`config.mk`:
```
export PLATFORM = sky130hd
export DESIGN_NAME = nios2_qsys_oci_dct_packer
export DESIGN_NICKNAME = d
export VERILOG_FILES = /design/src/rtl/nios2_qsys_oci_dct_packer.sv
export SDC_FILE = /design/constraint.sdc
export NUM_CORES = 1
export LEC_CHECK = 0
export CAP_MARGIN = 30
export CELL_PAD_IN_SITES_DETAIL_PLACEMENT = 1
export CELL_PAD_IN_SITES_GLOBAL_PLACEMENT = 1
export CORE_MARGIN = 2
export CORE_UTILIZATION = 35
export DETAILED_ROUTE_END_ITERATION = 8
export PLACE_DENSITY_LB_ADDON = 0.12
export SLEW_MARGIN = 20
export SYNTH_ARGS = -nofsm -noshare
export SYNTH_HDL_FRONTEND = slang
export SYNTH_SLANG_ARGS = --single-unit
```
`constraint.sdc`:
```
create_clock -name clk -period 3.8 [get_ports clk]
set_input_delay 0.57 -clock clk [delete_from_list [all_inputs] [get_ports clk]]
set_output_delay 0.57 -clock clk [all_outputs]
set_load 0.05 [all_outputs]
```
`src/rtl/nios2_qsys_oci_dct_packer.sv`:
```
// nios2_qsys_oci_dct_packer
//
// Producer side of the OCI compressed-trace (DCT) frame interface. Packs
// 2-bit trace atoms into 30-bit frames of up to 15 atoms and presents each
// frame on dct_buffer/dct_count. Also drives the end-of-trace flags.
//
// Handshakes (both interfaces): a transfer happens at a rising clk edge
// where valid && ready are both high. The producer holds its payload stable
// while valid && !ready. atom_ready does not depend on atom_valid, and
// dct_valid does not depend on dct_ready.
//
// Ports:
//   clk            in   system clock, rising edge
//   reset          in   asynchronous active-high reset
//   atom_valid     in   atom_data valid this cycle
//   atom_data      in   trace atom (ATOM_W bits)
//   atom_ready     out  packer accepts an atom this cycle (combinational)
//   test_end_req   in   request end of trace and flush (level or pulse)
//   dct_buffer     out  packed frame, atom 0 in the LSBs
//   dct_count      out  number of valid atoms in dct_buffer (1..SLOTS)
//   dct_valid      out  frame present on dct_buffer/dct_count
//   dct_ready      in   sink accepts the frame
//   test_ending    out  flush in progress
//   test_has_ended out  trace complete, sticky until reset
module nios2_qsys_oci_dct_packer #(
    parameter int ATOM_W = 2,
    parameter int SLOTS  = 15,
    parameter int CNT_W  = 4
) (
    input  logic                    clk,
    input  logic                    reset,
    input  logic                    atom_valid,
    input  logic [ATOM_W-1:0]       atom_data,
    output logic                    atom_ready,
    input  logic                    test_end_req,
    output logic [ATOM_W*SLOTS-1:0] dct_buffer,
    output logic [CNT_W-1:0]        dct_count,
    output logic                    dct_valid,
    input  logic                    dct_ready,
    output logic                    test_ending,
    output logic                    test_has_ended
);

    localparam int BUF_W = ATOM_W * SLOTS;
    localparam logic [CNT_W-1:0] FULL_CNT = CNT_W'(SLOTS);

    typedef enum logic [1:0] {
        COLLECT = 2'd0,
        FLUSH   = 2'd1,
        DONE    = 2'd2
    } state_t;

    state_t             state_q, state_d;
    logic [BUF_W-1:0]   acc_q, acc_d;
    logic [CNT_W-1:0]   acc_cnt_q, acc_cnt_d;
    logic [BUF_W-1:0]   dct_buffer_q, dct_buffer_d;
    logic [CNT_W-1:0]   dct_count_q, dct_count_d;
    logic               dct_valid_q, dct_valid_d;
    logic               test_ending_q, test_ending_d;
    logic               test_has_ended_q, test_has_ended_d;

    logic               accept;
    logic               slot_free;
    logic               pending;
    logic               move;
    logic               consume;

    // Gated by reset so that every output reads 0 while reset is held.
    assign atom_ready = !reset && (state_q == COLLECT) && (acc_cnt_q != FULL_CNT);

    assign accept    = atom_valid && atom_ready;
    assign slot_free = !dct_valid_q || dct_ready;
    // A full accumulator is always pending; a partial one only while flushing.
    assign pending   = (acc_cnt_q == FULL_CNT) ||
                       ((state_q == FLUSH) && (acc_cnt_q != '0));
    assign move      = slot_free && pending;
    assign consume   = dct_valid_q && dct_ready;

    always_comb begin
        acc_d            = acc_q;
        acc_cnt_d        = acc_cnt_q;
        dct_buffer_d     = dct_buffer_q;
        dct_count_d      = dct_count_q;
        dct_valid_d      = dct_valid_q;
        state_d          = state_q;

        // Move and accept are mutually exclusive: a move needs a full
        // accumulator (accept blocked) or FLUSH state (accept blocked).
        if (move) begin
            acc_d     = '0;
            acc_cnt_d = '0;
        end else if (accept) begin
            acc_d[{acc_cnt_q, 1'b0} +: ATOM_W] = atom_data;
            acc_cnt_d                          = acc_cnt_q + 1'b1;
        end

        // A move on the same edge as a consume keeps dct_valid high, which
        // gives back-to-back frames.
        if (move) begin
            dct_buffer_d = acc_q;
            dct_count_d  = acc_cnt_q;
            dct_valid_d  = 1'b1;
        end else if (consume) begin
            dct_valid_d  = 1'b0;
        end

        case (state_q)
            COLLECT: begin
                if (test_end_req) begin
                    state_d = FLUSH;
                end
            end
            FLUSH: begin
                // Done once the accumulator is empty and the last frame
                // has left the output register.
                if ((acc_cnt_q == '0) && !dct_valid_q) begin
                    state_d = DONE;
                end
            end
            DONE: begin
                state_d = DONE;
            end
            default: begin
                state_d = COLLECT;
            end
        endcase

        test_ending_d    = (state_d == FLUSH);
        test_has_ended_d = (state_d == DONE);
    end

    always_ff @(posedge clk or posedge reset) begin
        if (reset) begin
            state_q          <= COLLECT;
            acc_q            <= '0;
            acc_cnt_q        <= '0;
            dct_buffer_q     <= '0;
            dct_count_q      <= '0;
            dct_valid_q      <= 1'b0;
            test_ending_q    <= 1'b0;
            test_has_ended_q <= 1'b0;
        end else begin
            state_q          <= state_d;
            acc_q            <= acc_d;
            acc_cnt_q        <= acc_cnt_d;
            dct_buffer_q     <= dct_buffer_d;
            dct_count_q      <= dct_count_d;
            dct_valid_q      <= dct_valid_d;
            test_ending_q    <= test_ending_d;
            test_has_ended_q <= test_has_ended_d;
        end
    end

    assign dct_buffer     = dct_buffer_q;
    assign dct_count      = dct_count_q;
    assign dct_valid      = dct_valid_q;
    assign test_ending    = test_ending_q;
    assign test_has_ended = test_has_ended_q;

endmodule

```
* Yosys cells after proc, flatten, opt, wreduce, memory -nomap -nowiden
Cells that the tools add are included.
** Word-level totals
- Bits in registers :: 73
- Input port bits :: 7
- Output and inout bits :: 38
** Operators by class
- $add $sub $neg :: 2
- Equality and inequality tests :: 6
- Shift operators :: 2
- Multiplexer cells :: 10
- Reduce and logical (&&, ||, !) cells :: 16
** Operators by type and width (number)
- 30-bit 2-to-1 mux :: 2
- 30-bit bitwise mux :: 1
- 2-bit by 7-bit variable shift with 30-bit output (first input constant) :: 1
- 2-bit by 7-bit indexed part select with 30-bit output :: 1
- 4-bit 2-to-1 mux :: 2
- 1-bit logical AND :: 7
- 5-bit negator with 7-bit output :: 1
- 2-bit case mux with 3 select lines :: 1
- 4-bit by 1-bit adder with 4-bit output (second input constant) :: 1
- 2-bit by 1-bit == test with 1-bit output (second input constant) :: 2
- 2-bit == test (second input constant) :: 2
- 4-bit == test (second input constant) :: 1
- 4-bit zero test :: 1
- 2-bit 2-to-1 mux :: 2
- 4-bit != test (second input constant) :: 1
- 2-bit nonzero test :: 2
- 4-bit nonzero test :: 1
- 1-bit zero test :: 2
- 2-bit zero test :: 1
- 1-bit logical OR :: 2
- 1-bit 2-to-1 mux :: 2

* Depth between registers and ports, before layout
Gate-level depths: netlist of the first run.
- Depth in word-level cells :: 6
- Gate-level depth with buffers :: 9
- Mapped depth without buffers :: 7

* Least setup slack after synthesis of the first run
OpenSTA, ideal clock, no wires.
- Path kind :: register to output
- Start :: register acc_cnt_q[0]
- End :: output atom_ready
- Arrival time :: 2501 ps
- Data required time :: 3230 ps
- Path slack :: 729 ps
- Cell stages (with the launch flop) :: 4
- Cell sequence :: dfrtp_1 ha_1 nand3_1 nor4b_1
** Between the ends
- Cells in the longest elaborated chain, start to end :: 2
** RTL lines
- start: declaration :: line 55 : logic [CNT_W-1:0] acc_cnt_q, acc_cnt_d;
- start signal: assignment :: line 145 : acc_cnt_q <= acc_cnt_d;
- 4-bit != test :: line 69 : assign atom_ready = !reset && (state_q == COLLECT) && (acc_cnt_q != FULL_CNT);
- 1-bit logical AND :: line 69
- end: declaration :: line 34 : output logic atom_ready,
Every way passes these cells.

* Worst setup path in the final report of the first run
Same ends and word-level chain as after synthesis.

==> results.json, run 1 <==
{
  "cts.clk_slew.worst_paths_ns": 0.08,
  "synth.distinct_cells": 45,
  "io_buffers": 44,
  "synth.most_common_cell": "nand2_1",
  "wl_um": 7990,
  "r2r_slack_ns": 1.04,
  "synthArstFlopShare": 1.00,
  "chipHeight_um": 100,
  "start_util": 0.357,
  "num_io_pins": 45,
  "dieWidth_um": 100,
  "htreeDepth": 3,
  "seq_power_share": 0.362,
  "diodes": 0,
  "cts_tree": "built",
  "setup.worst_path.start": "acc_cnt_q[0]",
  "whs_ns": 0.473,
  "dpl_cell_area_sq_um": 3820,
  "use_met2": 0.265,
  "worstPathRequired_ns": 3.23,
  "viasPerCell": 5.17,
  "area_growth_pct": 24.5,
  "p_comb_frac": 0.381,
  "netlist_top_cells_area": "dfrtp_1 (56%), nand2_1 (14%), o21ai_0 (2.8%)",
  "cts_setup_buffers": 0,
  "rsz0062_at_grt": "no",
  "grt-ovfl-total": 0,
  "syn_inst": 349,
  "nets": 403,
  "core_area_sq_um": 9110,
  "swShare": 0.421,
  "synth_top_flop_cell": "dfrtp_1",
  "relSlewSlack": 0.501,
  "syn_area_per_cell_sq_um": 9.32,
  "setup_viol": 0,
  "clock_skew_ns": 0.00859,
  "drt_iter0_drc": 87,
  "use_met3": 0.0292,
  "dp_hpwl_um": 5650,
  "status": "completed",
  "r2r_end": "acc_q[13]",
  "crit_path_start_kind": "register",
  "maxCapViolations": 0,
  "intPower_mw": 1.56,
  "grt_max_degree": 48,
  "yosys_warnings": 0,
  "max_clock_freq_ghz": 0.324,
  "r2r_start": "acc_cnt_q[0]",
  "numCtsBuffers": 9,
  "insertion_delay_ns": 0.35,
  "grt_pass1_vias": 2623,
  "fin_area_sq_um": 4050,
  "reg2reg_depth": 7,
  "place_congestion": 0.821,
  "grtUsageMet1": 0.254,
  "grt.busiest_layer": "met2",
  "hold_depth": 2,
  "clock-sinks": 73,
  "ctsRootBufferMaster": "clkbuf_8",
  "remaining_drc_errors": 0,
  "ys_top_cells_by_count": "nand2_1 (118), dfrtp_1 (73), nor2_1 (20)",
  "cts_hold_buf": 0,
  "hold_class": "register to register",
  "synth_area_sq_um": 3250,
  "worstMarginPinSlew_ns": 0.747,
  "seq_area_frac_synth": 0.561,
  "synth_edf_count": 0,
  "synth_fp_nets": 360,
  "end_kind": "primary output",
  "min_from": "dct_buffer[11]",
  "firstDrtPassIters": 4,
  "powerDensity_nw_per_um2": 663,
  "postCtsResizedCells": 0,
  "setup_tns_ns": 0,
  "drtAntennaViolNets": 0,
  "fin_crit_sh": 0.811,
  "grt_pass1_wl_um": 13600,
  "synth_top_area_frac": 0.561,
  "num_rows": 35,
  "cp_data_arrival_time_ns": 2.51,
  "switching_power_mw": 1.13,
  "fin_crit_ns": 3.08,
  "antenna_found_initial": 0,
  "wire_per_inst_um": 15.7,
  "via_count": 2628,
  "finalHoldViolations": 0,
  "holdPathEnd": "dct_buffer[11]",
  "power.leakage_nw": 1.89,
  "synth_seq_cells": 73,
  "yosysTopAreaCell": "dfrtp_1",
  "die_area_sq_um": 10100,
  "clockBufferDepth": 2,
  "maxSlewViolCount": 0,
  "crit_type": "register to primary output",
  "drive_above_1_share": 0.0730,
  "grt.total_usage": 0.175,
  "critPathMaxFanout": 11,
  "clkPwrFrac": 0.257,
  "peakVddDrop_mv": 0.287
}
critical path: stages, from the launching register on:
cell and delay, ns:
dfrtp_1 0.50, ha_1 0.34, nand3_1 0.21, nor4b_1 0.27, clkdlybuf4s50_1 0.86
flip-flops by register name (all words and copies together), names as in the netlist:
name and count:
acc_q 30, dct_buffer 30, acc_cnt_q 4, dct_count 4, state_q 2, dct_valid 1, test_ending 1, test_has_ended 1
cell type report:
cell class | instances | area [sq um]
Tap cell | 111 | 139
Multi-Input combinational cell | 254 | 1350
Clock buffer | 9 | 124
Sequential cell | 73 | 1830
Fill cell | 1073 | 5060
Clock inverter | 7 | 101
Inverter | 5 | 18.8
Timing Repair Buffer | 49 | 490
through the flow:
step                 util  power [mW]  instances  setup WS, ns
floorplan               -        1.68        349         0.729
global placement    0.420        2.01        492         0.963
detailed placement  0.420        2.02        492         0.873
CTS                 0.445        2.72        508         0.665
global route        0.445        2.86        508         0.566
finish              0.445        2.69        508         0.716
kinds of logic after synthesis:
family	Yosys count	synth area share
simple gates	184	0.251
flops	73	0.561
compound gates	57	0.118
buf+inv	22	0.0273
mux	6	0.0185
fa+ha+maj	4	0.0154
xor+xnor	3	0.00808
placed cells by master (no fill, tap or decap), types with 9 or more instances in the layout:
cell / synthesis / layout
o21ai_0: 18 / 17
nor2_1: 20 / 20
nand2_1: 118 / 118
clkdlybuf4s50_1: 0 / 44
dfrtp_1: 73 / 73
a21oi_1: 10 / 10
clkbuf_8: 0 / 9
nand3_1: 14 / 14
how the worst max path moves through the flow:
| stage | end | slack, ns |
|---|---|---|
| after floorplan | atom_ready | 0.73 |
| after global placement | acc_q[24] | 0.96 |
| after detailed placement | acc_q[24] | 0.87 |
| after CTS | atom_ready | 0.67 |
| after global routing | atom_ready | 0.57 |
| final | atom_ready | 0.72 |
routing by layer:
layer  up-vias  wire length, um  share of wire
met2        42             3780           0.47
met3         7              294          0.037
li1       1266                -              -
met5         -                0              0
met4         0               91          0.011
met1      1313             3830           0.48
power groups by stage:
stage | registers [mW] | logic (mW) | clock network (mW)
floorplan | 1.17 | 0.512 | 0
global placement | 0.987 | 1.03 | 0
detailed placement | 0.989 | 1.03 | 0
CTS | 0.974 | 1.04 | 0.712
global route | 0.991 | 1.12 | 0.746
finish | 0.972 | 1.02 | 0.691
Note: power is estimated with default switching activity, not from simulation.
==> inputs of run 2 (changes only) <==
- clock period: 3.8 -> 3.2 ns (I/O delays scaled with it)
==> results.json, run 2 (same netlist as run 1, synthesis figures left out) <==
{
  "nets": 406,
  "firstDrtPassIters": 4,
  "diodes": 0,
  "cts.clk_slew.worst_paths_ns": 0.08,
  "core_area_sq_um": 9110,
  "wl_um": 8320,
  "worstMarginPinSlew_ns": 0.634,
  "path_cells": "ha_1 -> nand3_1 -> nor4b_1 -> clkdlybuf4s50_1",
  "grt-ovfl-total": 0,
  "area_growth_pct": 23.5,
  "layout_common_cells": "nand2_1 (118), dfrtp_1 (73), clkdlybuf4s50_1 (44)",
  "max_clock_freq_ghz": 0.333,
  "worst_path_max_delay_cell": "clkdlybuf4s50_1",
  "maxCapViolations": 0,
  "drt_iter0_drc": 72,
  "swShare": 0.439,
  "p_comb_frac": 0.405,
  "start_util": 0.357,
  "chipHeight_um": 100,
  "clkPwrFrac": 0.215,
  "seq_power_share": 0.380,
  "fin_crit_ns": 3.01,
  "hold_class": "register to register",
  "dpl_cell_area_sq_um": 3850,
  "clock_skew_ns": 0.0100,
  "crit_path_start_kind": "register",
  "ctsRootBufferMaster": "clkbuf_8",
  "intPower_mw": 1.71,
  "remaining_drc_errors": 0,
  "postCtsResizedCells": 0,
  "cts_tree": "built",
  "switching_power_mw": 1.33,
  "fin_crit_sh": 0.940,
  "critPathMaxFanout": 11,
  "drtAntennaViolNets": 0,
  "setup_viol": 0,
  "fin_area_sq_um": 4020,
  "worst_slack_ns": 0.193,
  "drive_above_1_share": 0.0775,
  "powerDensity_nw_per_um2": 756,
  "power.leakage_nw": 1.88,
  "max_stage_delay_ns": 0.87,
  "grt_pass1_vias": 2761,
  "rsz0062_at_grt": "no",
  "place_congestion": 0.847,
  "worstPathRequired_ns": 2.72,
  "setup_tns_ns": 0,
  "dp_hpwl_um": 5900,
  "dieWidth_um": 100,
  "viasPerCell": 5.11,
  "insertion_delay_ns": 0.35,
  "relSlewSlack": 0.573,
  "wire_per_inst_um": 16.3,
  "crit_type": "register to primary output",
  "clockBufferDepth": 2,
  "grt_max_degree": 74,
  "die_area_sq_um": 10100,
  "total_power_mw": 3.04,
  "end_kind": "primary output",
  "via_count": 2612,
  "grt.total_usage": 0.180,
  "status": "completed",
  "num_io_pins": 45,
  "dp_slack_ns": 0.413,
  "finalHoldViolations": 0,
  "numCtsBuffers": 9,
  "htreeDepth": 3,
  "cts_hold_buf": 0,
  "clock-sinks": 73,
  "cts_setup_buffers": 0,
  "peakVddDrop_mv": 0.336,
  "antenna_found_initial": 0,
  "num_rows": 35,
  "final_common_cell": "nand2_1",
  "maxSlewViolCount": 0,
  "io_buffers": 44,
  "cp_data_arrival_time_ns": 2.53,
  "grt_pass1_wl_um": 14200
}
==> run 2: worst paths after layout <==
kind                                       end  slack, ns          from  depth (start not counted)
worst max register to register       acc_q[13]       0.66  acc_cnt_q[0]                          7
worst max-delay path                atom_ready       0.19  acc_cnt_q[0]                          4
max in group asynchronous            acc_q[19]       2.24         reset                          3
worst min register to register  dct_buffer[28]       0.47     acc_q[28]                          2
worst min-delay path            dct_buffer[28]       0.47     acc_q[28]                          2
min in group asynchronous             acc_q[0]       0.63         reset                          3
==> run 2: metal layers <==
layer / track usage / up-vias / share of wire
met1: 0.245 / 1294 / 0.49
met2: 0.292 / 31 / 0.47
met5: 0 / - / 0
li1: - / 1280 / -
met3: 0.0418 / 7 / 0.028
met4: 0.0485 / 0 / 0.011
==> run 2: worst max-delay path, delay by kind of cell, from the launching register on <==
kind          cells  cell delay, ns
fa+ha+maj         1            0.33
flops             1            0.49
buf+inv           1            0.87
simple gates      2            0.49
==> run 2: power by group through the flow <==
stage	clock network, mW	logic, mW	registers (mW)
floorplan	0	0.608	1.39
finish	0.653	1.23	1.15
CTS	0.677	1.25	1.15
global route	0.713	1.35	1.18
global placement	0	1.23	1.17
detailed placement	0	1.24	1.17
==> run 2: layout make-up <==
type	count	area, sq um
clock buffers	11	141
repair buffers	52	513
multi-input cells	254	1350
flip-flops and latches	73	1830
inverters	5	18.8
fillers	1064	5090
clock inverters	5	31.3
well taps	111	139
==> run 2: metrics by stage <==
step / instances / hold slack [ns] / util
2_1_floorplan: 349 / 0.432 / -
5_1_grt: 511 / 0.497 / 0.441
3_5_place_dp: 495 / 0.460 / 0.422
6_report: 511 / 0.473 / 0.441
3_3_place_gp: 495 / 0.457 / 0.422
4_1_cts: 511 / 0.478 / 0.441
